$ cat src/rtl/icache.sv
// Direct-mapped, one-instruction-per-line instruction cache between fetch and the memory decoder port.
// Define ICACHE_PERF_EN to add saturating hit_count/miss_count outputs.
module icache #(
    parameter int INDEX_WIDTH = 4
) (
    input  logic        clk_in,
    input  logic        rst_in,
    input  logic        rdy_in,
    input  logic        flush,
    input  logic        invalidate_all,
    input  logic        fetch_en,
    input  logic [31:0] fetch_addr,
    output logic        fetch_rdy,
    output logic [31:0] fetch_inst,
    output logic        fetch_is_compressed,
    output logic        mem_en,
    output logic [31:0] mem_addr,
    input  logic        mem_rdy,
    input  logic [31:0] mem_data,
`ifdef ICACHE_PERF_EN
    output logic [31:0] hit_count,
    output logic [31:0] miss_count,
`endif
    input  logic        mem_is_compressed
);

    localparam int TAG_WIDTH = 31 - INDEX_WIDTH;
    localparam int LINES     = 1 << INDEX_WIDTH;

    typedef enum logic [1:0] {IDLE, MISS, DONE} state_t;

    state_t                 state_q, state_d;
    logic                   fetch_rdy_q, fetch_rdy_d;
    logic [31:0]            fetch_inst_q, fetch_inst_d;
    logic                   fetch_comp_q, fetch_comp_d;
    logic                   mem_en_q, mem_en_d;
    logic [31:0]            mem_addr_q, mem_addr_d;
    logic [LINES-1:0]       valid_q, valid_d;

    logic [TAG_WIDTH-1:0]   tag_mem  [LINES];
    logic [31:0]            inst_mem [LINES];
    logic                   comp_mem [LINES];

    logic [INDEX_WIDTH-1:0] req_idx, fill_idx;
    logic [TAG_WIDTH-1:0]   req_tag, fill_tag;
    logic                   hit;
    logic                   fill_we;
    logic                   hit_acc, miss_acc;

    assign req_idx  = fetch_addr[INDEX_WIDTH:1];
    assign req_tag  = fetch_addr[31:INDEX_WIDTH+1];
    // The fill targets the address latched at miss time, not the live fetch bus.
    assign fill_idx = mem_addr_q[INDEX_WIDTH:1];
    assign fill_tag = mem_addr_q[31:INDEX_WIDTH+1];
    assign hit      = valid_q[req_idx] && (tag_mem[req_idx] == req_tag);

    always_comb begin
        state_d      = state_q;
        fetch_rdy_d  = fetch_rdy_q;
        fetch_inst_d = fetch_inst_q;
        fetch_comp_d = fetch_comp_q;
        mem_en_d     = mem_en_q;
        mem_addr_d   = mem_addr_q;
        valid_d      = valid_q;
        fill_we      = 1'b0;
        hit_acc      = 1'b0;
        miss_acc     = 1'b0;

        if (flush && rdy_in) begin
            state_d     = IDLE;
            fetch_rdy_d = 1'b0;
            mem_en_d    = 1'b0;
        end else if (rdy_in) begin
            unique case (state_q)
                IDLE: begin
                    if (fetch_en && hit) begin
                        hit_acc      = 1'b1;
                        fetch_inst_d = inst_mem[req_idx];
                        fetch_comp_d = comp_mem[req_idx];
                        fetch_rdy_d  = 1'b1;
                        state_d      = DONE;
                    end else if (fetch_en) begin
                        miss_acc   = 1'b1;
                        mem_en_d   = 1'b1;
                        mem_addr_d = fetch_addr;
                        state_d    = MISS;
                    end
                end
                MISS: begin
                    if (mem_rdy) begin
                        fill_we      = 1'b1;
                        valid_d[fill_idx] = 1'b1;
                        fetch_inst_d = mem_data;
                        fetch_comp_d = mem_is_compressed;
                        fetch_rdy_d  = 1'b1;
                        mem_en_d     = 1'b0;
                        state_d      = DONE;
                    end
                end
                DONE: begin
                    fetch_rdy_d = 1'b0;
                    state_d     = IDLE;
                end
                default: state_d = IDLE;
            endcase
            // Invalidate overrides a same-edge fill's valid bit.
            if (invalidate_all) valid_d = '0;
        end
    end

    always_ff @(posedge clk_in or posedge rst_in) begin
        if (rst_in) begin
            state_q      <= IDLE;
            fetch_rdy_q  <= 1'b0;
            fetch_inst_q <= '0;
            fetch_comp_q <= 1'b0;
            mem_en_q     <= 1'b0;
            mem_addr_q   <= '0;
            valid_q      <= '0;
        end else begin
            state_q      <= state_d;
            fetch_rdy_q  <= fetch_rdy_d;
            fetch_inst_q <= fetch_inst_d;
            fetch_comp_q <= fetch_comp_d;
            mem_en_q     <= mem_en_d;
            mem_addr_q   <= mem_addr_d;
            valid_q      <= valid_d;
        end
    end

    always_ff @(posedge clk_in) begin
        if (fill_we) begin
            tag_mem[fill_idx]  <= fill_tag;
            inst_mem[fill_idx] <= mem_data;
            comp_mem[fill_idx] <= mem_is_compressed;
        end
    end

    assign fetch_rdy           = fetch_rdy_q;
    assign fetch_inst          = fetch_inst_q;
    assign fetch_is_compressed = fetch_comp_q;
    assign mem_en              = mem_en_q;
    assign mem_addr            = mem_addr_q;

`ifdef ICACHE_PERF_EN
    logic [31:0] hit_count_q, hit_count_d;
    logic [31:0] miss_count_q, miss_count_d;

    always_comb begin
        hit_count_d  = hit_count_q;
        miss_count_d = miss_count_q;
        if (hit_acc && hit_count_q != 32'hFFFF_FFFF)   hit_count_d  = hit_count_q + 32'd1;
        if (miss_acc && miss_count_q != 32'hFFFF_FFFF) miss_count_d = miss_count_q + 32'd1;
    end

    always_ff @(posedge clk_in or posedge rst_in) begin
        if (rst_in) begin
            hit_count_q  <= '0;
            miss_count_q <= '0;
        end else begin
            hit_count_q  <= hit_count_d;
            miss_count_q <= miss_count_d;
        end
    end

    assign hit_count  = hit_count_q;
    assign miss_count = miss_count_q;
`else
    logic unused_acc;
    assign unused_acc = hit_acc ^ miss_acc;
`endif

endmodule

$ cat config.mk
export PLATFORM = sky130hd
export DESIGN_NAME = icache
export DESIGN_NICKNAME = d
export VERILOG_FILES = /design/src/rtl/icache.sv
export SDC_FILE = /design/constraint.sdc
export NUM_CORES = 1
export LEC_CHECK = 0
export ABC_CLOCK_PERIOD_IN_PS = 17620
export BUFFER_PORTS_ARGS = -buffer_cell sky130_fd_sc_hd__buf_4
export CAP_MARGIN = 10
export CORE_ASPECT_RATIO = 0.8
export CORE_UTILIZATION = 60
export DETAILED_ROUTE_END_ITERATION = 8
export PLACE_DENSITY = 0.87
export SKIP_LAST_GASP = 1
export SYNTH_ARGS = -nofsm -noshare
export SYNTH_HDL_FRONTEND = slang
export SYNTH_SLANG_ARGS = --single-unit
$ cat constraint.sdc
create_clock -name clk_in -period 17.62 [get_ports clk_in]
set_input_delay 0.881 -clock clk_in [delete_from_list [all_inputs] [get_ports clk_in]]
set_output_delay 0.881 -clock clk_in [all_outputs]
set_load 0.1 [all_outputs]
==> impl_metrics.yaml <==
timing:
  setup_viol: 0
  final.setup_skew_ps: 37.46
  timing.final.crit_share_pct: 32.98
  relSlewSlack_pct: 16.19
  fmax_mhz: 172.1
  grt_setup_unrepaired: "no"
  tns_ps: 0
  worst_pin_slew_ps: 1257
  final-max-slew-violation-count: 0
  finalCriticalPeriod_ps: 5810
  number_of_endpoints_with_negative_hold_slack_in_the_final_report: 0
yosys:
  post-synth-top-count-cell: "sky130_fd_sc_hd__edfxtp_1"
  yosys.area.top_type: "sky130_fd_sc_hd__edfxtp_1"
  synth_seq_area_share_pct: 76.36
  synth_top_family_by_area: "multiplexers"
  muxShareOfSynthArea_pct: 18.04
  synth-adder-area-share_pct: 0
  ys_ff_latch: 1045
  synthDominantCellAreaShare_pct: 71.12
  most_used_standard_cells_in_the_synthesized_netlist: "sky130_fd_sc_hd__edfxtp_1, sky130_fd_sc_hd__mux4_2, sky130_fd_sc_hd__nand2_1, sky130_fd_sc_hd__dfrtp_1, sky130_fd_sc_hd__mux2_2"
  synth.avg_cell_area_um2: 22.04
  number_of_instances_in_the_synthesized_netlist: 1839
  syn-cell-area_mm2: 0.04054
  synth.top_cells.by_area: "sky130_fd_sc_hd__edfxtp_1, sky130_fd_sc_hd__mux4_2, sky130_fd_sc_hd__dfrtp_1"
  post_synth_simple_gate_area_pct: 2.417
  mappedNetlistNets: 1911
  synth-compound-area-share_pct: 1.281
  synth-edff-count: 960
  ys_async_sr_fraction_pct: 8.134
  yosys_warnings: 0
  xor_xnor_share_of_the_synthesized_area_pct: 0.6050
  synth_ff_type: "sky130_fd_sc_hd__edfxtp_1"
  synth_cell_type_count: 53
critical_path:
  rrSetupSlack_ps: 13010
  crit_required_ps: 18150
  r2r.worst_path.cells: 6
  arrival_ps: 6340
  startpoint_type: "input port"
  setup.worst_path.end_class: "flip-flop"
  worst_path_class_setup: "in -> reg"
  critical_path.max_fanout: 59
clocking:
  cts.reportedPaths.clkPinSlew_ps: 70
  tritoncts_clock_tree: "done"
  post_cts_hold_buffer_count: 0
  postCtsResizedCells: 0
  numClockSinks: 1045
  clock_root_cell: "sky130_fd_sc_hd__clkbuf_16"
  cts-htree-levels: 3
  tritoncts.num_buffers: 97
  clk_path_buf_depth: 3
  cts_setup_buffers: 0
  clkLatencyLatePin_ps: 680
floorplan:
  die_h_um: 234.5
  die_area_mm2: 0.06861
  die-width_um: 292.6
  initial_utilization_pct: 61.22
  std_cell_rows: 84
  core_area_mm2: 0.06621
  ioPinCount: 139
global_route:
  grt_overflow_total: 0
  antenna_found_initial: 4
  gr-usage-all-layers_pct: 32.16
  grt_start_max_net_pins: 77
  grt_pass1_vias: 22390
  wire_length_of_the_first_global_routing_pass_mm: 155.6
drt:
  postRouteAntennaNets: 0
  drt_drc_violations_left: 0
  detailroute.via_count: 21490
  first_pass_iters: 5
  route.detailed.wl_per_inst_um: 36.32
  initialDrtViolationCount: 3281
  routed_wirelength_mm: 107.9
  avgViaCountPerCell: 7.234
finish:
  nets: 2095
  final_instance_count_without_filler_cells: 2971
  layout.filler_cells: 3511
  ratio_of_cells_with_drive_above_1_in_the_final_layout_pct: 32.70
  layout.cell_area.non_filler_mm2: 0.04592
  syn2layout_area_growth_pct: 13.28
place:
  place.gp.congestion: 0.8134
  post_placement_cell_area_mm2: 0.04255
  portBuffers: 138
  dp.final_hpwl_mm: 50.14
  dp.cells: 2784
hold_path:
  holdCritPathClass: "in -> async"
outcome:
  outcome: "finished, final reports clean"
flow_run:
  maxCapViolCount: 0
power:
  power.density_mw_per_mm2: 133.7
  leakage_power_nw: 15.25
  worst_case_vdd_ir_drop_v: 0.00009149
-- per-layer routing --
| metal | global-route usage [%] | wire length (um) | up-vias |
|---|---|---|---|
| li1 | - | - | 8003 |
| met2 | 51.57 | 52340 | 2120 |
| met5 | 0 | 9 | - |
| met4 | 13.22 | 5074 | 2 |
| met3 | 8.969 | 14380 | 409 |
| met1 | 42.34 | 36110 | 10960 |
-- sequential cells by signal, indices dropped and copies added (netlist names) --
register             flops
state_q                  2
fetch_rdy                1
mem_en                   1
fetch_is_compressed      1
inst_mem               512
valid_q                 16
comp_mem                16
fetch_inst              32
tag_mem                432
mem_addr                32
-- cell type report --
cell class	count	area (um^2)	share of cell area, %
timing repair buffer	175	1334	2.905
antenna	4	10.01	0.02180
tap	860	1076	2.343
inverter	5	21.27	0.04632
clock buffer	120	2626	5.720
sequential	1045	30950	67.41
clock inverter	63	726.9	1.583
multi-input combinational	699	9169	19.97
-- through the flow --
| stage | util [%] | power [mW] | worst slack (ps) | hold WS [ps] |
|---|---|---|---|---|
| 2_1_floorplan | - | 3.672 | 9730 | 458.9 |
| 3_3_place_gp | 64.27 | 3.903 | 11520 | 467.3 |
| 3_5_place_dp | 64.27 | 3.938 | 11370 | 476.5 |
| 4_1_cts | 69.33 | 6.136 | 11970 | 288.5 |
| 5_1_grt | 69.34 | 6.264 | 11550 | 319.3 |
| 6_report | 69.35 | 6.139 | 11810 | 302.7 |
-- final timing paths --
check                              startpoint             end
max in group asynchronous              rst_in    mem_addr[15]
worst min-delay path                   rst_in   fetch_inst[3]
worst max-delay path            fetch_addr[3]    mem_addr[30]
worst max register to register     state_q[0]  tag_mem[1][16]
worst min register to register    valid_q[15]     valid_q[15]
min in group clk_in             fetch_addr[0]     mem_addr[0]
-- power by group --
part	internal (mW)	total, mW	switching (mW)
logic	0.224	0.910	0.686
clock network	1.28	2.22	0.937
registers	2.87	3.01	0.141
total	4.38	6.14	1.76
-- cell usage in the layout (no fill, tap or decap), types with 4 or more instances in the layout --
master                      Yosys  layout
sky130_fd_sc_hd__xor2_1         6       6
sky130_fd_sc_hd__mux4_2       268     268
sky130_fd_sc_hd__buf_4          8     172
sky130_fd_sc_hd__nand3_1       16      16
sky130_fd_sc_hd__o22ai_1        4       4
sky130_fd_sc_hd__diode_2        0       4
sky130_fd_sc_hd__nor3_1        12       6
sky130_fd_sc_hd__nand4_1        6       6
sky130_fd_sc_hd__nor2b_1        7       6
sky130_fd_sc_hd__bufinv_16      0      15
sky130_fd_sc_hd__xnor2_1       22      22
sky130_fd_sc_hd__nor2_4         0       9
sky130_fd_sc_hd__clkbuf_1      33      14
sky130_fd_sc_hd__dfrtp_1       85      85
sky130_fd_sc_hd__o21ai_0        7       7
sky130_fd_sc_hd__nand2b_1      12      12
sky130_fd_sc_hd__clkinv_1       1      22
sky130_fd_sc_hd__mux2i_1       41      41
sky130_fd_sc_hd__nand2_1      125     125
sky130_fd_sc_hd__clkinv_2       0      18
sky130_fd_sc_hd__o221ai_1       4       4
sky130_fd_sc_hd__clkbuf_8       0       9
sky130_fd_sc_hd__a21oi_1        9       9
sky130_fd_sc_hd__nor3_2         0       6
sky130_fd_sc_hd__edfxtp_1     960     960
sky130_fd_sc_hd__mux2_2        76      76
sky130_fd_sc_hd__a22oi_1       10      10
sky130_fd_sc_hd__clkbuf_16      0      99
sky130_fd_sc_hd__nor2_1        19      10
sky130_fd_sc_hd__clkinv_8       0       4
sky130_fd_sc_hd__o21a_1        19      19
-- logic make-up (layout without fill, tap and decap cells) --
| kind of cell | Yosys count | in the layout |
|---|---|---|
| compound gates | 71 | 71 |
| xor+xnor | 28 | 28 |
| buf+inv | 95 | 363 |
| flops | 1045 | 1045 |
| mux | 386 | 386 |
| other cells | 0 | 4 |
| simple gates | 214 | 214 |
-- critical path, stage by stage --
cell	delay (ps)
sky130_fd_sc_hd__clkbuf_8	500
sky130_fd_sc_hd__buf_4	860
sky130_fd_sc_hd__mux4_2	610
sky130_fd_sc_hd__mux2i_1	240
sky130_fd_sc_hd__o21ai_0	140
sky130_fd_sc_hd__o21ai_0	640
sky130_fd_sc_hd__nand4b_1	260
sky130_fd_sc_hd__nor3_1	540
sky130_fd_sc_hd__nand4b_4	280
sky130_fd_sc_hd__nand4_2	370
sky130_fd_sc_hd__buf_4	500
sky130_fd_sc_hd__mux2_2	420
Note: power is estimated with default switching activity, not from simulation.
